$ cat config.mk
export PLATFORM = sky130hd
export DESIGN_NAME = vme_system_controller
export DESIGN_NICKNAME = d
export VERILOG_FILES = /design/src/rtl/vme_system_controller.sv
export SDC_FILE = /design/constraint.sdc
export NUM_CORES = 1
export LEC_CHECK = 0
export CORE_MARGIN = 3
export CORE_UTILIZATION = 40
export CTS_BUF_LIST = sky130_fd_sc_hd__clkbuf_2
export DETAILED_ROUTE_END_ITERATION = 8
export DONT_BUFFER_PORTS = 1
export GPL_ROUTABILITY_DRIVEN = 0
export SYNTH_ARGS = -nofsm -noshare
export SYNTH_HDL_FRONTEND = slang
export SYNTH_SLANG_ARGS = --single-unit
$ cat constraint.sdc
create_clock -name clock -period 4.9 [get_ports clock]
set_input_delay 0.49 -clock clock [delete_from_list [all_inputs] [get_ports clock]]
set_output_delay 0.49 -clock clock [all_outputs]
set_load 0.01 [all_outputs]
$ cat src/rtl/vme_system_controller.sv
// VME slot-1 system controller for the k30p card.
//   - Bus arbiter: watches BR[3:0] and BBSY, drives the BG[3:0] daisy-chain
//     heads and BCLR. Fixed priority (BR3 highest) or round robin.
//   - Global data-transfer bus timer: drives BERR when a strobed cycle is
//     never answered by DTACK or BERR.
// Ports:
//   clock, reset          system clock, async active-high reset
//   vme_br[3:0]           bus requests (active-low, async)
//   vme_bbsy              bus busy (active-low, async)
//   vme_as, vme_ds[1:0]   address / data strobes (active-low)
//   vme_dtack             DTACK (active-low)
//   vme_berr_in           backplane BERR as seen on the bus (active-low)
//   vme_bg_out[3:0]       BG[3:0]IN daisy-chain heads (active-low)
//   vme_bclr              bus clear (active-low)
//   vme_berr_out          bus-timer BERR drive (active-low)
//   grant_level           level currently / last granted
//   arb_busy              high in GRANT or BUSY
//   timeout_event         1-clock pulse on bus-timer or grant timeout
module vme_system_controller #(
    parameter int ARB_MODE      = 0,
    parameter int BUS_TIMEOUT   = 3200,
    parameter int GRANT_TIMEOUT = 255
) (
    input  logic       clock,
    input  logic       reset,
    input  logic [3:0] vme_br,
    input  logic       vme_bbsy,
    input  logic       vme_as,
    input  logic [1:0] vme_ds,
    input  logic       vme_dtack,
    input  logic       vme_berr_in,
    output logic [3:0] vme_bg_out,
    output logic       vme_bclr,
    output logic       vme_berr_out,
    output logic [1:0] grant_level,
    output logic       arb_busy,
    output logic       timeout_event
);

    typedef enum logic [1:0] {IDLE, GRANT, BUSY, RELEASE} state_t;

    localparam logic [11:0] BUS_LIMIT  = 12'(BUS_TIMEOUT);
    localparam logic [7:0]  GRANT_LAST = 8'(GRANT_TIMEOUT - 1);

    // Two-flop synchroniser for every backplane input. Idle level of all
    // these active-low lines is high, so the chain resets to ones.
    logic [9:0] sync_meta, sync_q;

    always_ff @(posedge clock or posedge reset) begin
        if (reset) begin
            sync_meta <= '1;
            sync_q    <= '1;
        end else begin
            sync_meta <= {vme_br, vme_bbsy, vme_as, vme_ds, vme_dtack, vme_berr_in};
            sync_q    <= sync_meta;
        end
    end

    logic [3:0] s_br;
    logic       s_bbsy, s_as, s_dtack, s_berr_in;
    logic [1:0] s_ds;

    assign {s_br, s_bbsy, s_as, s_ds, s_dtack, s_berr_in} = sync_q;

    // ------------------------------------------------------------------
    // Arbiter
    // ------------------------------------------------------------------
    state_t     state, state_n;
    logic [3:0] bg_n;
    logic [1:0] ptr, ptr_n, level_n, pick_level;
    logic [7:0] gcnt, gcnt_n;
    logic       bclr_n, arb_timeout, pick_valid, higher_req;

    assign pick_valid = (s_br != 4'hF);

    // Level selection. Loops run lowest-priority first so the last match
    // is the winner.
    always_comb begin
        pick_level = 2'd0;
        if (ARB_MODE == 0) begin
            for (int i = 0; i < 4; i++)
                if (!s_br[i]) pick_level = 2'(i);
        end else begin
            // search order ptr-1, ptr-2, ptr-3, ptr (2-bit wrap)
            for (int k = 4; k >= 1; k--)
                if (!s_br[ptr - 2'(k)]) pick_level = ptr - 2'(k);
        end
    end

    always_comb begin
        higher_req = 1'b0;
        for (int i = 0; i < 4; i++)
            if (!s_br[i] && i > int'(grant_level)) higher_req = 1'b1;
    end

    always_comb begin
        state_n     = state;
        bg_n        = 4'hF;
        level_n     = grant_level;
        ptr_n       = ptr;
        gcnt_n      = gcnt;
        bclr_n      = 1'b1;
        arb_timeout = 1'b0;
        case (state)
            IDLE: begin
                if (!s_bbsy) begin
                    // someone already owns the bus: track it, grant nothing
                    state_n = BUSY;
                end else if (pick_valid) begin
                    level_n = pick_level;
                    bg_n    = ~(4'b0001 << pick_level);
                    gcnt_n  = 8'd0;
                    state_n = GRANT;
                end
            end
            GRANT: begin
                bg_n = vme_bg_out;
                if (!s_bbsy) begin
                    bg_n    = 4'hF;
                    ptr_n   = grant_level;
                    state_n = BUSY;
                end else if (gcnt == GRANT_LAST) begin
                    bg_n        = 4'hF;
                    arb_timeout = 1'b1;
                    state_n     = IDLE;
                end else begin
                    gcnt_n = gcnt + 8'd1;
                end
            end
            BUSY: begin
                if (s_bbsy)
                    state_n = RELEASE;
                else if (ARB_MODE == 0 && higher_req)
                    bclr_n = 1'b0;
            end
            RELEASE: state_n = IDLE;   // dead cycle before the next grant
            default: state_n = IDLE;
        endcase
    end

    always_ff @(posedge clock or posedge reset) begin
        if (reset) begin
            state       <= IDLE;
            vme_bg_out  <= 4'hF;
            vme_bclr    <= 1'b1;
            grant_level <= 2'b11;
            ptr         <= 2'b11;
            gcnt        <= 8'd0;
        end else begin
            state       <= state_n;
            vme_bg_out  <= bg_n;
            vme_bclr    <= bclr_n;
            grant_level <= level_n;
            ptr         <= ptr_n;
            gcnt        <= gcnt_n;
        end
    end

    assign arb_busy = (state == GRANT) || (state == BUSY);

    // ------------------------------------------------------------------
    // Bus timer
    // ------------------------------------------------------------------
    logic [11:0] bcnt;
    logic        bt_clear, bt_active, bt_fire;

    // DTACK/BERR taking priority over the saturated count means a late
    // DTACK still wins against the timer.
    assign bt_clear  = (&s_ds) || !s_dtack || !s_berr_in;
    assign bt_active = !s_as && !bt_clear;
    assign bt_fire   = !bt_clear && (bcnt == BUS_LIMIT) && vme_berr_out;

    always_ff @(posedge clock or posedge reset) begin
        if (reset) begin
            bcnt          <= 12'd0;
            vme_berr_out  <= 1'b1;
            timeout_event <= 1'b0;
        end else begin
            if (bt_clear)
                bcnt <= 12'd0;
            else if (bt_active && bcnt != BUS_LIMIT)
                bcnt <= bcnt + 12'd1;

            // BERR is held until the master drops its data strobes
            if (&s_ds)
                vme_berr_out <= 1'b1;
            else if (bt_fire)
                vme_berr_out <= 1'b0;

            timeout_event <= arb_timeout | bt_fire;
        end
    end

endmodule

==> impl_metrics.sql, run 1 <==
INSERT INTO impl_metrics (metric_group, metric, value, unit) VALUES
('power_and_ir_drop', 'power.total', '905', 'uW'),
('drt', 'vias', '1429', ''),
('grt', 'track_usage', '0.125', ''),
('drt', 'routed_wirelength', '3700', 'um'),
('yosys', 'synth.cell_area', '2240', 'um^2'),
('floorplanning', 'core.rowCount', '26', ''),
('grt', 'number_of_global_route_vias_before_repair', '1363', ''),
('drt', 'post_dr_vias_cell', '5.00', ''),
('cells_and_area', 'drive_above_1_share', '0.213', ''),
('setup_path', 'arrival', '2300', 'ps'),
('yosys', 'ys_async_sr_fraction', '1.00', ''),
('timing', 'hold-worst-slack', '133', 'ps'),
('drt', 'wl_per_instance', '12.9', 'um'),
('timing', 'tightestPinTransition', '1000', 'ps'),
('yosys', 'post_synth_inst_count', '202', ''),
('setup_path', 'critPathCaptureType', 'register', ''),
('yosys', 'postSynthAreaPerCell', '11.1', 'um^2'),
('cells_and_area', 'insertedDiodeCount', '0', ''),
('floorplanning', 'floorplan.die_area', '6540', 'um^2'),
('power_and_ir_drop', 'p_sw_frac', '0.304', ''),
('clock_network', 'clock_sink_count', '51', ''),
('yosys', 'synthFlopType', 'dfstp_2', ''),
('power_and_ir_drop', 'power_frac_seq', '0.571', ''),
('yosys', 'ys_seq_elements', '51', ''),
('timing', 'layout_worst_path_cycle_share', '0.392', ''),
('timing', 'totalNegativeSetupSlack', '0', 'ps'),
('drt', 'dr.first_iter.drc_count', '59', ''),
('drt', 'antenna_left', '0', ''),
('timing', 'clock_skew', '22.6', 'ps'),
('grt', 'grt_antenna_before_repair', '0', ''),
('yosys', 'ys_seq_area_frac', '0.585', ''),
('setup_path', 'critPathLaunchType', 'register', ''),
('clock_network', 'cts_repair_resizes', '0', ''),
('drt', 'drc', '0', ''),
('cells_and_area', 'n_fill_cell', '487', ''),
('grt', 'grt_max_degree', '52', ''),
('power_and_ir_drop', 'p_switching', '275', 'uW'),
('yosys', 'synth_fp_nets', '221', ''),
('timing', 'timing.final.setup_violations', '0', ''),
('yosys', 'ys_warn_count', '0', ''),
('clock_network', 'clk_latency', '430', 'ps'),
('placed_design', 'detailed_place_hpwl', '2540', 'um'),
('clock_network', 'cts_buffer_depth', '2', ''),
('floorplanning', 'die_h', '80.9', 'um'),
('clock_network', 'clock_tree.htree_level_count', '2', ''),
('yosys', 'synth-edff-count', '0', ''),
('power_and_ir_drop', 'vdd_drop_max', '0.000220', 'V'),
('job', 'max_cap_viol_count', '0', ''),
('yosys', 'synthDistinctLibCells', '46', ''),
('timing', 'clock.fmax', '0.521', 'GHz'),
('run_status', 'result_of_the_run', 'finished clean', ''),
('grt', 'gr-total-overflow', '0', ''),
('floorplanning', 'die_width', '80.9', 'um'),
('clock_network', 'cts_tree', 'done', ''),
('power_and_ir_drop', 'power-per-cell-area', '366', 'nW/um^2'),
('timing', 'timing_max_transition_violations_final', '0', ''),
('floorplanning', 'floorplan.initialDensity', '0.425', ''),
('setup_path', 'required', '5280', 'ps'),
('placed_design', 'io_buffer_count', '0', ''),
('floorplanning', 'floorplan.core_area', '5270', 'um^2'),
('setup_path', 'critPathKind', 'reg2reg', ''),
('hold_path', 'min-delay-path-class', 'in2async', ''),
('drt', 'drt-pass1-iter-count', '4', ''),
('cells_and_area', 'area_growth', '10.2', '%'),
('timing', 'finalHoldViolCount', '0', ''),
('power_and_ir_drop', 'power.share.combinational', '0.188', ''),
('timing', 'rsz0062_at_grt', 'no', ''),
('power_and_ir_drop', 'power_report.internal_total', '630', 'uW'),
('timing', 'post-route-min-period', '1920', 'ps'),
('power_and_ir_drop', 'clkPwrFrac', '0.241', ''),
('power_and_ir_drop', 'power.leakage', '0.986', 'nW'),
('clock_network', 'clkTransAtPathRegs', '260', 'ps'),
('floorplanning', 'design.portCount', '22', ''),
('timing', 'slew_headroom', '0.330', ''),
('clock_network', 'numCtsBuffers', '5', ''),
('cells_and_area', 'num-nets-final', '234', ''),
('setup_path', 'timing.critical_path.fanout_max', '12', ''),
('grt', 'grt_first_pass_wirelength', '6310', 'um'),
('clock_network', 'clk_root_buffer_cell', 'clkbuf_2', '');
## through the flow
step	cells	setup slack (ps)	utilization	area, um^2
2_1_floorplan	202	3230	-	2240
3_3_place_gp	268	3090	0.437	2300
3_5_place_dp	268	3030	0.437	2300
4_1_cts	282	2980	0.461	2430
5_1_grt	286	2870	0.469	2470
6_report	286	2980	0.469	2470
## metal layers
layer / vias to the layer above / global-route usage / routed length (um)
li1: 720 / - / -
met1: 679 / 0.170 / 1830
met2: 25 / 0.190 / 1650
met3: 5 / 0.0355 / 172
met4: 0 / 0.0456 / 53
met5: - / 0 / 0
## flip-flops by register name (all words and copies together) (netlist names)
name / count
vme_bg_out: 4
sync_q: 10
grant_level: 2
vme_bclr: 1
sync_meta: 10
timeout_event: 1
gcnt: 8
bcnt: 12
state: 2
vme_berr_out: 1
## final cells by class
class                           instances  area [um^2]  area share
Multi-Input combinational cell        136          861       0.349
Tap cell                               70         87.6      0.0355
Clock buffer                            5         25.0      0.0101
Timing Repair Buffer                   10          100      0.0405
Inverter                               11         41.3      0.0167
Sequential cell                        51         1310       0.531
Clock inverter                          3         43.8      0.0177
## power groups by stage
stage | clock network [mW] | logic, mW | registers (mW)
2_1_floorplan | 0 | 0.139 | 0.512
3_3_place_gp | 0 | 0.163 | 0.523
3_5_place_dp | 0 | 0.166 | 0.524
4_1_cts | 0.227 | 0.170 | 0.518
5_1_grt | 0.246 | 0.193 | 0.524
6_report | 0.218 | 0.170 | 0.516
## worst paths after layout
kind                               from  slack, ps            end  cells past startpoint
max                            state[1]       2980        gcnt[7]                      7
min                               reset        130  timeout_event                      1
max reg2reg                    state[1]       2980        gcnt[7]                      7
min reg2reg                sync_meta[1]        370      sync_q[1]                      0
max in group asynchronous         reset       4150        bcnt[5]                      1
min in group clock         sync_meta[1]        370      sync_q[1]                      0
## critical path: stages, from the launching register on
cell	delay (ps)
dfrtp_1	470
inv_1	90
ha_1	400
nand2_4	60
o21bai_4	230
nand2b_4	200
or3_1	340
o21ai_0	80
## layout by cell type, fill, tap and decap left out, types with 2 or more instances in the layout
cell type / synthesis / layout
o41ai_1: 2 / 2
dfstp_2: 28 / 28
nand3_1: 9 / 9
xnor2_1: 4 / 4
clkbuf_2: 0 / 5
and3_1: 2 / 2
a31oi_1: 2 / 2
dlygate4sd3_1: 0 / 10
nand4_1: 3 / 3
nor3_1: 2 / 2
or3_1: 2 / 2
o21ai_0: 15 / 15
nor4b_2: 2 / 2
inv_1: 11 / 10
a21oi_1: 12 / 12
dfrtp_1: 23 / 23
nor2_1: 24 / 24
ha_1: 7 / 7
nand2_1: 19 / 19
xor2_1: 7 / 7
## cells in the mapped netlist (2+ instances only)
library cell / count / share of area
nor4b_2: 2 / 0.013
xnor2_1: 4 / 0.016
o21ai_0: 15 / 0.033
xor2_1: 7 / 0.027
nand3_1: 9 / 0.020
and3_1: 2 / 0.0056
nor2_1: 24 / 0.040
a21oi_1: 12 / 0.027
nand4_1: 3 / 0.0084
dfstp_2: 28 / 0.33
inv_1: 11 / 0.018
ha_1: 7 / 0.039
nand2_1: 19 / 0.032
o41ai_1: 2 / 0.0078
a31oi_1: 2 / 0.0056
or3_1: 2 / 0.0056
nor3_1: 2 / 0.0045
dfrtp_1: 23 / 0.26
## logic make-up (layout without fill, tap and decap cells)
group	Yosys count	after routing	share of synthesized area
buf+inv	15	29	0.0307
simple gates	77	77	0.182
compound gates	41	41	0.120
fa+ha+maj	7	7	0.0391
xor+xnor	11	11	0.0430
flops	51	51	0.585
## what timing repair did
item	in CTS	in global routing
hold buffers	6	4
endpoints found under the hold margin	6	4
buffers inserted	0	0
Power figures use the tool's default switching activity.
==> inputs of run 2 (changes only) <==
Clock period 4.9 ns to 1.9 ns, I/O delays scaled along.
==> run 2 against run 1 <==
Compared with the run above:
- clock skew fell by 10 ps
- global-route usage rose by 0.10 points
- maximum frequency is 10% higher
- critical path depth unchanged
- cell count is 2.1% higher
- design area rose by 1.1%
- hold slack better by 25 ps
- via count up 0.28%
- count of clock-buffer cells in the layout unchanged
- largest cell class unchanged
- largest power group unchanged
==> impl_metrics.sql, run 2 (synthesis results as in run 1) <==
INSERT INTO impl_metrics (metric_group, metric, value, unit) VALUES
('drt', 'post_dr_vias_cell', '4.91', ''),
('setup_path', 'required', '2220', 'ps'),
('grt', 'gr-total-overflow', '0', ''),
('cells_and_area', 'layout.cells.most_common_list', '28 x dfstp_2, 24 x nor2_1, 23 x dfrtp_1, 19 x nand2_1, 14 x o21ai_0', ''),
('cells_and_area', 'multiInputGateArea', '861', 'um^2'),
('floorplanning', 'die_width', '80.9', 'um'),
('power_and_ir_drop', 'vdd_drop_max', '0.000672', 'V'),
('setup_path', 'critical_path.cell_chain', 'inv_1 -> ha_1 -> nand4_1 -> nor2_2 -> a211o_1 -> o21ai_0 -> o41ai_1', ''),
('setup_path', 'timing.critical_path.fanout_max', '6', ''),
('clock_network', 'cts_buffer_depth', '2', ''),
('grt', 'number_of_global_route_vias_before_repair', '1326', ''),
('timing', 'slew_headroom', '0.781', ''),
('setup_path', 'critPathLaunchType', 'register', ''),
('drt', 'wl_per_instance', '12.7', 'um'),
('grt', 'track_usage', '0.126', ''),
('drt', 'drc', '0', ''),
('drt', 'dr.first_iter.drc_count', '82', ''),
('power_and_ir_drop', 'power-per-cell-area', '894', 'nW/um^2'),
('cells_and_area', 'regMostFlops', 'bcnt', ''),
('floorplanning', 'die_h', '80.9', 'um'),
('drt', 'vias', '1433', ''),
('cells_and_area', 'drive_above_1_share', '0.230', ''),
('drt', 'routed_wirelength', '3700', 'um'),
('placed_design', 'io_buffer_count', '0', ''),
('clock_network', 'numCtsBuffers', '5', ''),
('power_and_ir_drop', 'power.leakage', '1.00', 'nW'),
('grt', 'grt_first_pass_wirelength', '6310', 'um'),
('drt', 'drt-pass1-iter-count', '4', ''),
('timing', 'clock.fmax', '0.574', 'GHz'),
('setup_path', 'critPathCaptureType', 'register', ''),
('clock_network', 'clk_latency', '410', 'ps'),
('setup_path', 'cp_num_buf_inv', '1', ''),
('cells_and_area', 'n_fill_cell', '506', ''),
('placed_design', 'numPlacedInstances', '273', ''),
('timing', 'hold-worst-slack', '157', 'ps'),
('setup_path', 'critical-path-top-delay-family', 'compound AO/OA/AOI/OAI gates', ''),
('run_status', 'result_of_the_run', 'finished clean', ''),
('floorplanning', 'core.rowCount', '26', ''),
('floorplanning', 'design.portCount', '22', ''),
('cells_and_area', 'reg.largest.list', 'bcnt x12, sync_meta x10, sync_q x10', ''),
('setup_path', 'critPathKind', 'reg2reg', ''),
('setup_path', 'timing.critical_path.slowest_stage_cell', 'dfrtp_1', ''),
('cells_and_area', 'num-nets-final', '240', ''),
('placed_design', 'dp_worst_setup_slack', '200', 'ps'),
('timing', 'timing_max_transition_violations_final', '0', ''),
('timing', 'rsz0062_at_grt', 'no', ''),
('clock_network', 'clock_tree.htree_level_count', '2', ''),
('hold_path', 'min-delay-path-class', 'in2async', ''),
('grt', 'grt_use_met3', '0.0443', ''),
('timing', 'tightestPinTransition', '327', 'ps'),
('floorplanning', 'floorplan.initialDensity', '0.425', ''),
('floorplanning', 'floorplan.core_area', '5270', 'um^2'),
('cells_and_area', 'insertedDiodeCount', '0', ''),
('setup_path', 'critical-path-max-stage-delay', '480', 'ps'),
('placed_design', 'detailed_place_hpwl', '2670', 'um'),
('cells_and_area', 'max_ffs_per_register', '12', ''),
('setup_path', 'worstReg2RegStart', 'gcnt[0]', ''),
('floorplanning', 'floorplan.die_area', '6540', 'um^2'),
('clock_network', 'cts_tree', 'done', ''),
('setup_path', 'critical_path.startpoint', 'gcnt[0]', ''),
('drt', 'antenna_left', '0', ''),
('timing', 'timing.final.setup_violations', '0', ''),
('grt', 'grt_antenna_before_repair', '0', ''),
('clock_network', 'clkTransAtPathRegs', '260', 'ps'),
('cells_and_area', 'design_area', '2500', 'um^2'),
('timing', 'finalHoldViolCount', '0', ''),
('clock_network', 'clk_root_buffer_cell', 'clkbuf_2', ''),
('cells_and_area', 'sequential_cell_area', '1310', 'um^2'),
('cells_and_area', 'final_cell_count_no_fill', '292', ''),
('grt', 'gr-usage-met2', '0.181', ''),
('grt', 'grt_max_degree', '22', ''),
('cells_and_area', 'mostFrequentLayoutCell', 'dfstp_2', ''),
('timing', 'totalNegativeSetupSlack', '0', 'ps'),
('grt', 'global_route.peak_usage_layer', 'met2', ''),
('setup_path', 'arrival', '2060', 'ps'),
('timing', 'final_critical_path_setup_slack', '157', 'ps'),
('grt', 'gr-usage-met1', '0.180', ''),
('timing', 'post-route-min-period', '1740', 'ps'),
('timing', 'clock_skew', '12.5', 'ps'),
('job', 'max_cap_viol_count', '0', ''),
('placed_design', 'detailed_place.area', '2340', 'um^2'),
('clock_network', 'clock_sink_count', '51', ''),
('timing', 'layout_worst_path_cycle_share', '0.917', ''),
('cells_and_area', 'area_growth', '11.4', '%');
-- run 2: cell count changes in the layout (fill, tap and decap cells not counted), sizes merged --
cell / change
clkinv: -1
buf: +5
bufinv: -1
dlygate4sd3: +1
inv: +2
-- run 2: routing by layer --
layer / wire, um / vias to the layer above
met5: 0 / -
met2: 1610 / 32
met3: 205 / 2
li1: - / 734
met1: 1860 / 665
met4: 25 / 0
-- run 2: repair_timing --
item	in CTS	in global routing
endpoints found under the hold margin	40	0
hold buffers	11	0
setup endpoints to repair	0	2
resized for setup	0	1
setup buffers	0	0
-- run 2: path summary, 6_finish.rpt --
| check | cells past startpoint | end | slack [ps] |
|---|---|---|---|
| worst max-delay path | 7 | gcnt[4] | 160 |
| worst min-delay path | 2 | bcnt[5] | 160 |
| worst max register to register | 7 | gcnt[4] | 160 |
| worst min register to register | 0 | sync_q[0] | 370 |
| max in group asynchronous | 3 | sync_q[1] | 1100 |
| min in group clock | 1 | sync_meta[8] | 290 |
-- run 2: worst register-to-register path, stage by stage (launching register included) --
cell and delay, ps:
dfrtp_1 480, inv_1 70, ha_1 190, nand4_1 180
nor2_2 90, a211o_1 370, o21ai_0 180, o41ai_1 90
-- run 2: final cells by class --
type,count,area share
flip-flops and latches,51,0.525
multi-input cells,136,0.345
repair buffers,16,0.0591
well taps,70,0.0351
inverters,11,0.0165
clock buffers,5,0.0100
clock inverters,3,0.00902
-- run 2: power breakdown --
part / switching (mW) / internal [mW]
clock network: 0.341 / 0.100
logic: 0.264 / 0.196
registers: 0.107 / 1.22
total: 0.712 / 1.52
-- run 2: stage by stage --
stage | total power [mW] | utilization
floorplan | 1.68 | -
detailed placement | 1.79 | 0.444
global route | 2.40 | 0.474
CTS | 2.27 | 0.474
finish | 2.23 | 0.474
global placement | 1.79 | 0.444
